==> src/rtl/piece_queue.sv <==
// Piece queue: LFSR-fed tetromino generator with head + preview window.
// Define SEVEN_BAG_EN to draw pieces from a 7-bag instead of raw LFSR bits.
module piece_queue #(
    parameter logic [31:0] LFSR_SEED     = 32'h12345678,
    parameter int          PREVIEW_DEPTH = 3
) (
    input  logic                         clk,
    input  logic                         rst,
    input  logic                         take,
    input  logic                         seed_load,
    input  logic [31:0]                  seed_in,
    output logic                         head_valid,
    output logic [2:0]                   head_type,
    output logic [15:0]                  next_block_shape,
    output logic [16*PREVIEW_DEPTH-1:0]  preview_shapes,
    output logic                         queue_full
);

    localparam int             D    = PREVIEW_DEPTH + 1;
    localparam int             CW   = $clog2(D + 1);
    localparam logic [CW-1:0]  DC   = CW'(D);
    localparam logic [31:0]    TAPS = 32'h80200003;

    function automatic logic [15:0] shape_of(input logic [2:0] t);
        case (t)
            3'd0:    shape_of = 16'h0660;
            3'd1:    shape_of = 16'h0f00;
            3'd2:    shape_of = 16'h0360;
            3'd3:    shape_of = 16'h0630;
            3'd4:    shape_of = 16'h0740;
            3'd5:    shape_of = 16'h0e20;
            3'd6:    shape_of = 16'h0720;
            default: shape_of = 16'h0000;
        endcase
    endfunction

    logic [31:0]   r_lfsr;
    logic [CW-1:0] r_count;
    logic [2:0]    r_q [D];

    logic [2:0]    w_cand;
    logic          w_take_acc;
    logic          w_elig;
    logic          w_push;
    logic [2:0]    w_piece;
    logic [CW-1:0] w_wr_idx;
    logic [CW-1:0] w_count_nxt;
    logic [2:0]    w_q_nxt [D];
    logic [31:0]   w_lfsr_step;
    logic          w_hv_nxt;
    logic [2:0]    w_ht_nxt;
    logic [16*PREVIEW_DEPTH-1:0] w_prev_nxt;

    assign w_cand      = r_lfsr[2:0];
    assign w_take_acc  = take && (r_count != '0);
    assign w_elig      = (r_count < DC) || w_take_acc;
    assign w_wr_idx    = r_count - CW'(w_take_acc);
    assign w_lfsr_step = {1'b0, r_lfsr[31:1]} ^ (r_lfsr[0] ? TAPS : 32'h0);

`ifdef SEVEN_BAG_EN
    logic [6:0] r_mask;
    logic [6:0] w_mask_set;
    logic [6:0] w_mask_nxt;
    logic [2:0] w_start;
    logic [3:0] w_j;
    logic       w_found;

    // First unused type at or above the candidate, wrapping 6 -> 0.
    always_comb begin
        w_start = (w_cand == 3'd7) ? 3'd0 : w_cand;
        w_found = 1'b0;
        w_piece = 3'd0;
        w_j     = 4'd0;
        for (int k = 0; k < 7; k++) begin
            w_j = {1'b0, w_start} + 4'(k);
            if (w_j >= 4'd7) w_j = w_j - 4'd7;
            if (!w_found && !r_mask[w_j[2:0]]) begin
                w_found = 1'b1;
                w_piece = w_j[2:0];
            end
        end
        w_push     = w_elig;
        w_mask_set = r_mask | (7'd1 << w_piece);
        w_mask_nxt = r_mask;
        if (w_push) w_mask_nxt = (w_mask_set == 7'h7f) ? 7'h00 : w_mask_set;
    end

    always_ff @(posedge clk) begin
        if (rst || seed_load) r_mask <= 7'h00;
        else                  r_mask <= w_mask_nxt;
    end
`else
    assign w_piece = w_cand;
    assign w_push  = w_elig && (w_cand != 3'd7);
`endif

    always_comb begin
        for (int i = 0; i < D; i++) w_q_nxt[i] = r_q[i];
        if (w_take_acc) begin
            for (int i = 0; i < D - 1; i++) w_q_nxt[i] = r_q[i+1];
            w_q_nxt[D-1] = 3'd0;
        end
        for (int i = 0; i < D; i++)
            if (w_push && (w_wr_idx == CW'(i))) w_q_nxt[i] = w_piece;
        w_count_nxt = w_wr_idx + CW'(w_push);
    end

    // Outputs are computed from next state so they register on the same edge.
    always_comb begin
        w_hv_nxt   = (w_count_nxt != '0);
        w_ht_nxt   = w_hv_nxt ? w_q_nxt[0] : 3'd0;
        w_prev_nxt = '0;
        for (int i = 0; i < PREVIEW_DEPTH; i++)
            if (w_count_nxt > CW'(i + 1))
                w_prev_nxt[16*i +: 16] = shape_of(w_q_nxt[i+1]);
    end

    always_ff @(posedge clk) begin
        if (rst || seed_load) begin
            if (rst)                  r_lfsr <= LFSR_SEED;
            else if (seed_in == '0)   r_lfsr <= LFSR_SEED;
            else                      r_lfsr <= seed_in;
            r_count          <= '0;
            for (int i = 0; i < D; i++) r_q[i] <= 3'd0;
            head_valid       <= 1'b0;
            head_type        <= 3'd0;
            next_block_shape <= 16'h0;
            preview_shapes   <= '0;
            queue_full       <= 1'b0;
        end else begin
            r_lfsr           <= w_lfsr_step;
            r_count          <= w_count_nxt;
            r_q              <= w_q_nxt;
            head_valid       <= w_hv_nxt;
            head_type        <= w_ht_nxt;
            next_block_shape <= w_hv_nxt ? shape_of(w_q_nxt[0]) : 16'h0;
            preview_shapes   <= w_prev_nxt;
            queue_full       <= (w_count_nxt == DC);
        end
    end

endmodule

==> config.mk <==
export PLATFORM = sky130hd
export DESIGN_NAME = piece_queue
export DESIGN_NICKNAME = d
export VERILOG_FILES = /design/src/rtl/piece_queue.sv
export SDC_FILE = /design/constraint.sdc
export NUM_CORES = 1
export LEC_CHECK = 0
export CORE_ASPECT_RATIO = 0.5
export CORE_MARGIN = 1
export CORE_UTILIZATION = 40
export DETAILED_ROUTE_END_ITERATION = 12
export GPL_TIMING_DRIVEN = 0
export PLACE_DENSITY = 0.69
export SLEW_MARGIN = 20
export SYNTH_ARGS = -nofsm -noshare
export SYNTH_HDL_FRONTEND = slang
export SYNTH_SLANG_ARGS = --single-unit
==> constraint.sdc <==
create_clock -name clk -period 5.3 [get_ports clk]
set_input_delay 0.795 -clock clk [delete_from_list [all_inputs] [get_ports clk]]
set_output_delay 0.795 -clock clk [all_outputs]
set_load 0.05 [all_outputs]
==> impl_metrics.json, run 1 <==
{
  "p_per_area_nw_per_um2": 436,
  "worst_pin_slew_ns": 0.764,
  "cp-end-kind": "flip-flop",
  "gp_congestion": 0.802,
  "rows": 24,
  "crit_start": "take",
  "area_delta_synth_final_pct": 36.2,
  "rsz0062_at_grt": "no",
  "finalSetupTns_ns": 0,
  "worstReg2RegEnd": "next_block_shape[4]",
  "layout_setup_ws_ns": 1.72,
  "cts_buffer_depth": 2,
  "netlist_instances": 366,
  "firstDrtPassIters": 4,
  "finalHoldViolCount": 0,
  "route.vias.total": 2742,
  "syn_area_um2": 3670,
  "final_cell_mix": "dfxtp_1 (80), clkdlybuf4s50_1 (68), nor2_1 (56)",
  "syn_avg_cell_area_um2": 10.0,
  "post_cts_resized": 0,
  "crit_arrival_ns": 3.80,
  "synth-seq-cells": 80,
  "drtIter0Drc": 120,
  "hold_path_class": "flip-flop to flip-flop",
  "path_class": "primary input to flip-flop",
  "synth_seq_area_share_pct": 43.6,
  "slowest_stage": "clkdlybuf4s50_1",
  "p_leak_uw": 0.00217,
  "cts_made_buffers": 9,
  "initial_core_util_pct": 41.7,
  "pre_cts_ws_ns": 1.39,
  "crit_chain": "clkdlybuf4s50_1, o31ai_2, buf_6, inv_1, ha_1, ha_1, inv_1, ha_1, xor3_4, o21ai_2, and2_1, buf_2, inv_2, nand2_1, nor3_1",
  "ys_warn_count": 0,
  "drv_slew": 0,
  "grt_pass1_vias": 2596,
  "crit_path_max_incr_delay_ns": 0.48,
  "synth_area_leaders": "dfxtp_1 (44%), buf_4 (7.6%), mux2i_1 (6.0%)",
  "final_antenna_net_count": 0,
  "wire_per_inst_um": 12.2,
  "timing.final.crit_share_pct": 67.6,
  "setup_viol": 0,
  "ys_async_sr_fraction_pct": 0,
  "antenna_found_initial": 0,
  "max_cap_viol_count": 0,
  "wl_met2_um": 3270,
  "cts_hold_buf": 0,
  "die_y_um": 69.7,
  "via_per_inst": 4.55,
  "worstPathMaxFanout": 10,
  "reg2reg_from": "r_count[0]",
  "critPathMostFrequentCell": "ha_1",
  "cts_setup_buffers": 0,
  "ios": 105,
  "port_buffers": 68,
  "fmax_ghz": 0.279,
  "clk_pin_slew_ns": 0.06,
  "cp-start-kind": "primary input",
  "h-tree-depth": 3,
  "cts_num_sinks": 80,
  "tritoncts": "yes",
  "ir_drop_mv": 0.301,
  "synth_ff_type": "dfxtp_1",
  "synth_edf_count": 0,
  "antenna_cells": 0,
  "yosysTopAreaCell": "dfxtp_1",
  "cp.required_ns": 5.52,
  "insertion_delay_ns": 0.34,
  "cts.root.buffer_cell": "clkbuf_16",
  "dpl_cell_area_um2": 4630,
  "final_nets": 522,
  "synth.distinct_cells": 49,
  "netlist.area_leader.share_pct": 43.6,
  "die_area_um2": 9580,
  "dpl.hpwl_um": 5550,
  "m1WireLength_um": 3560,
  "fin_area_um2": 5000,
  "remaining_drc_errors": 0,
  "wirelength_um": 7320,
  "grt_use_total_pct": 16.7,
  "highest_layer": "met4",
  "die_w_um": 137,
  "ff2ff_path_depth": 14,
  "endpoint": "next_block_shape[4]",
  "wl_met3_um": 404,
  "grt_pass1_wl_um": 12100,
  "period_minus_slack_ns": 3.58,
  "grt_max_degree": 14,
  "r2r_slack_ns": 2.03,
  "overflow": 0,
  "slew_headroom_pct": 49.1,
  "coreArea_um2": 8800,
  "drive_gt1_share_pct": 19.6,
  "fin_worst_skew_ns": 0.00786,
  "status": "complete, no violations",
  "final_common_cell": "dfxtp_1"
}
==> critical path, delay by kind of cell <==
kind	cells	cell delay, ns
fa+ha+maj	3	0.76
compound gates	2	0.49
buf+inv	6	1.10
xor+xnor	1	0.31
simple gates	3	0.34
==> cell usage after synthesis, types with 3 or more instances <==
| cell | instances |
|---|---|
| dfxtp_1 | 80 |
| nor2_1 | 56 |
| buf_4 | 37 |
| mux2i_1 | 22 |
| nor3_1 | 14 |
| nor3b_1 | 14 |
| a21oi_1 | 13 |
| o21bai_1 | 13 |
| mux2_2 | 12 |
| inv_1 | 11 |
| nand2_1 | 9 |
| nor4_1 | 9 |
| clkbuf_1 | 7 |
| xnor2_1 | 7 |
| ha_1 | 6 |
| mux2i_4 | 6 |
| and2_1 | 4 |
| buf_1 | 3 |
| mux2_4 | 3 |
| mux2i_2 | 3 |
==> worst min-delay path by stage <==
| stage | from | end | depth (start not counted) |
|---|---|---|---|
| 6_report | r_lfsr[17] | r_lfsr[16] | 2 |
| 3_5_place_dp | r_lfsr[12] | r_lfsr[11] | 2 |
| 3_3_place_gp | r_lfsr[9] | r_lfsr[8] | 2 |
| 5_1_grt | r_lfsr[27] | r_lfsr[26] | 2 |
| 4_1_cts | r_lfsr[28] | r_lfsr[27] | 2 |
| 2_1_floorplan | r_lfsr[12] | r_lfsr[11] | 2 |
==> cell type report <==
class / instances / area (um2)
buffer: 51 / 348
clock buffer: 10 / 239
clock inverter: 6 / 130
fill: 787 / 3800
inverter: 12 / 45.0
multi-input combinational: 258 / 1810
sequential: 80 / 1600
tap: 117 / 146
timing repair buffer: 68 / 681
==> cells by family after synthesis <==
kind of cell / count (synthesis) / share of synthesized area, %
other: 1 / 0.102
AOI/OAI and AO/OA: 38 / 7.19
buffers and inverters: 63 / 10.7
and+or+nand+nor: 122 / 17.7
muxes: 46 / 15.7
adders and majority gates: 6 / 2.05
DFF: 80 / 43.6
xor gates and xnor gates: 10 / 2.90
==> per-layer routing <==
metal	track usage [%]	vias to the layer above
li1	-	1404
met1	21.6	1251
met2	26.2	78
met3	4.53	9
met4	6.23	0
met5	0	-
==> power breakdown <==
part           leakage, uW  switching [uW]  total [uW]  internal [uW]
clock network     0.000182             236         755            519
logic              0.00134             438         732            294
registers         0.000657            21.3         692            671
total              0.00217             696        2180           1480
==> flip-flops by register name, summed over array words and instances, names as in the netlist <==
register          count
head_type             3
r_q                  12
r_lfsr               32
queue_full            1
preview_shapes       21
next_block_shape      7
r_count               3
head_valid            1
==> through the flow <==
stage,instances,power (uW),hold WS (ns),util (%)
2_1_floorplan,401,1260,0.437,-
3_3_place_gp,586,1430,0.443,52.6
3_5_place_dp,586,1440,0.452,52.6
4_1_cts,602,2200,0.466,56.8
5_1_grt,602,2270,0.497,56.8
6_report,602,2180,0.458,56.8
Power figures use the tool's default switching activity.
==> run 2: changes to the inputs <==
Settings changed: PLACE_DENSITY 0.69 to 0.72.
Clock period 5.3 ns to 3.25 ns, I/O delays scaled along.
==> impl_metrics.json, run 2 (synthesis gave the netlist of run 1 again) <==
{
  "status": "complete, no violations",
  "cp-end-kind": "flip-flop",
  "area_delta_synth_final_pct": 34.7,
  "h-tree-depth": 3,
  "period_minus_slack_ns": 3.08,
  "path_class": "primary input to flip-flop",
  "hold_path_class": "flip-flop to flip-flop",
  "final_antenna_net_count": 0,
  "rsz0062_at_grt": "no",
  "gp_congestion": 0.803,
  "overflow": 0,
  "cp.required_ns": 3.47,
  "top_regs": "r_lfsr x32, preview_shapes x21, r_q x12",
  "grt_use_total_pct": 17.2,
  "largest_reg_flops": 32,
  "drive_gt1_share_pct": 20.0,
  "antenna_cells": 0,
  "final_nets": 523,
  "rows": 24,
  "cts.root.buffer_cell": "clkbuf_16",
  "clk_pin_slew_ns": 0.06,
  "combPwrFrac_pct": 36.5,
  "cts_hold_buf": 0,
  "p_leak_uw": 0.00214,
  "p_sw_uw": 1150,
  "drtIter0Drc": 99,
  "p_per_area_nw_per_um2": 671,
  "via_per_inst": 4.61,
  "final_cell_mix": "dfxtp_1 (80), clkdlybuf4s50_1 (68), nor2_1 (56)",
  "grt_max_degree": 14,
  "pre_cts_ws_ns": -0.384,
  "fmax_ghz": 0.325,
  "dpl.hpwl_um": 5700,
  "ir_drop_mv": 0.401,
  "layout_setup_ws_ns": 0.173,
  "worst_pin_slew_ns": 0.731,
  "grt_pass1_vias": 2642,
  "cts_num_sinks": 80,
  "cp-start-kind": "primary input",
  "max_cap_viol_count": 0,
  "finalHoldViolCount": 0,
  "pwr-share-clk_pct": 29.4,
  "fin_area_um2": 4940,
  "die_y_um": 69.7,
  "timing.final.crit_share_pct": 94.7,
  "ios": 105,
  "crit_arrival_ns": 3.29,
  "initial_core_util_pct": 41.7,
  "regMostFlops": "r_lfsr",
  "port_buffers": 68,
  "die_area_um2": 9580,
  "insertion_delay_ns": 0.34,
  "worstPathMaxFanout": 10,
  "antenna_found_initial": 0,
  "fin_worst_skew_ns": 0.00578,
  "wire_per_inst_um": 12.5,
  "wirelength_um": 7530,
  "route.vias.total": 2779,
  "grt_pass1_wl_um": 12500,
  "remaining_drc_errors": 0,
  "slew_headroom_pct": 51.2,
  "p_int_uw": 2170,
  "p_seq_share_pct": 34.1,
  "tritoncts": "yes",
  "cts_buffer_depth": 2,
  "setup_viol": 0,
  "coreArea_um2": 8800,
  "final_common_cell": "dfxtp_1",
  "drv_slew": 0,
  "firstDrtPassIters": 6,
  "die_w_um": 137,
  "sw_frac_of_total_pct": 34.6,
  "cts_made_buffers": 9,
  "dpl_cell_area_um2": 4630
}
## run 2: changes by cell type in the layout (fill, tap and decap cells not counted)
cell        delta
clkbuf_8       -1
clkinvlp_4     +1
o31ai_4        +1
o21ai_2        -1
a21oi_2        +1
o21ai_4        +1
a21oi_1        -1
buf_4          +1
o31ai_2        -1
clkinv_2       +3
bufinv_16      -3
## run 2: cell type report
cell class | instances | area [um2]
inverters | 12 | 45.0
flip-flops and latches | 80 | 1600
clock buffers | 9 | 225
clock inverters | 7 | 62.6
multi-input cells | 258 | 1830
repair buffers | 69 | 688
well taps | 117 | 146
fillers | 781 | 3850
plain buffers | 51 | 348
## run 2: critical path, stage by stage
cell             delay [ns]
clkdlybuf4s50_1        0.50
o31ai_4                0.14
buf_6                  0.21
inv_1                  0.08
ha_1                   0.21
ha_1                   0.35
inv_1                  0.06
ha_1                   0.19
xor3_4                 0.34
o21ai_4                0.16
and2_1                 0.14
buf_2                  0.18
inv_2                  0.06
nand2_1                0.11
nor3_1                 0.06
## run 2: repair_timing
action	CTS	global route
hold endpoints to repair	0	0
pin swaps	0	1
setup endpoints to repair	5	4
buffers inserted	0	1
resized for setup	3	0
## run 2: power groups by stage
stage                     combinational (uW)  sequential, uW  clock [uW]
final                                   1210            1130         975
after global routing                    1290            1140        1040
after CTS                               1210            1140         998
after detailed placement                1190            1150           0
after global placement                  1170            1150           0
after floorplan                          659            1400           0
## run 2: worst paths after layout
kind,from,to,slack [ns],cells past startpoint
hold / removal,r_lfsr[17],r_lfsr[16],0.46,2
setup reg to reg,r_count[0],next_block_shape[4],0.27,14
hold reg to reg,r_lfsr[17],r_lfsr[16],0.46,2
setup / recovery,take,next_block_shape[4],0.17,15
## run 2: routing by layer
layer | wire length (um) | up-vias | global-route usage, % | part of all wire [%]
met5 | 0 | - | 0 | 0
met4 | 83 | 0 | 6.59 | 1.1
met3 | 523 | 8 | 5.19 | 6.9
met2 | 3560 | 105 | 27.9 | 47
met1 | 3360 | 1268 | 21.2 | 45
li1 | - | 1398 | - | -
## run 2: metrics by stage
step / power [uW] / TNS (ns) / util, % / hold WS, ns / std cells
final: 3320 / 0 / 56.2 / 0.463 / 603
after global routing: 3470 / 0 / 56.2 / 0.498 / 603
after CTS: 3340 / 0 / 56.1 / 0.468 / 602
after detailed placement: 2350 / -5.57 / 52.6 / 0.452 / 586
after global placement: 2320 / -4.30 / 52.6 / 0.442 / 586
after floorplan: 2060 / 0 / - / 0.437 / 401
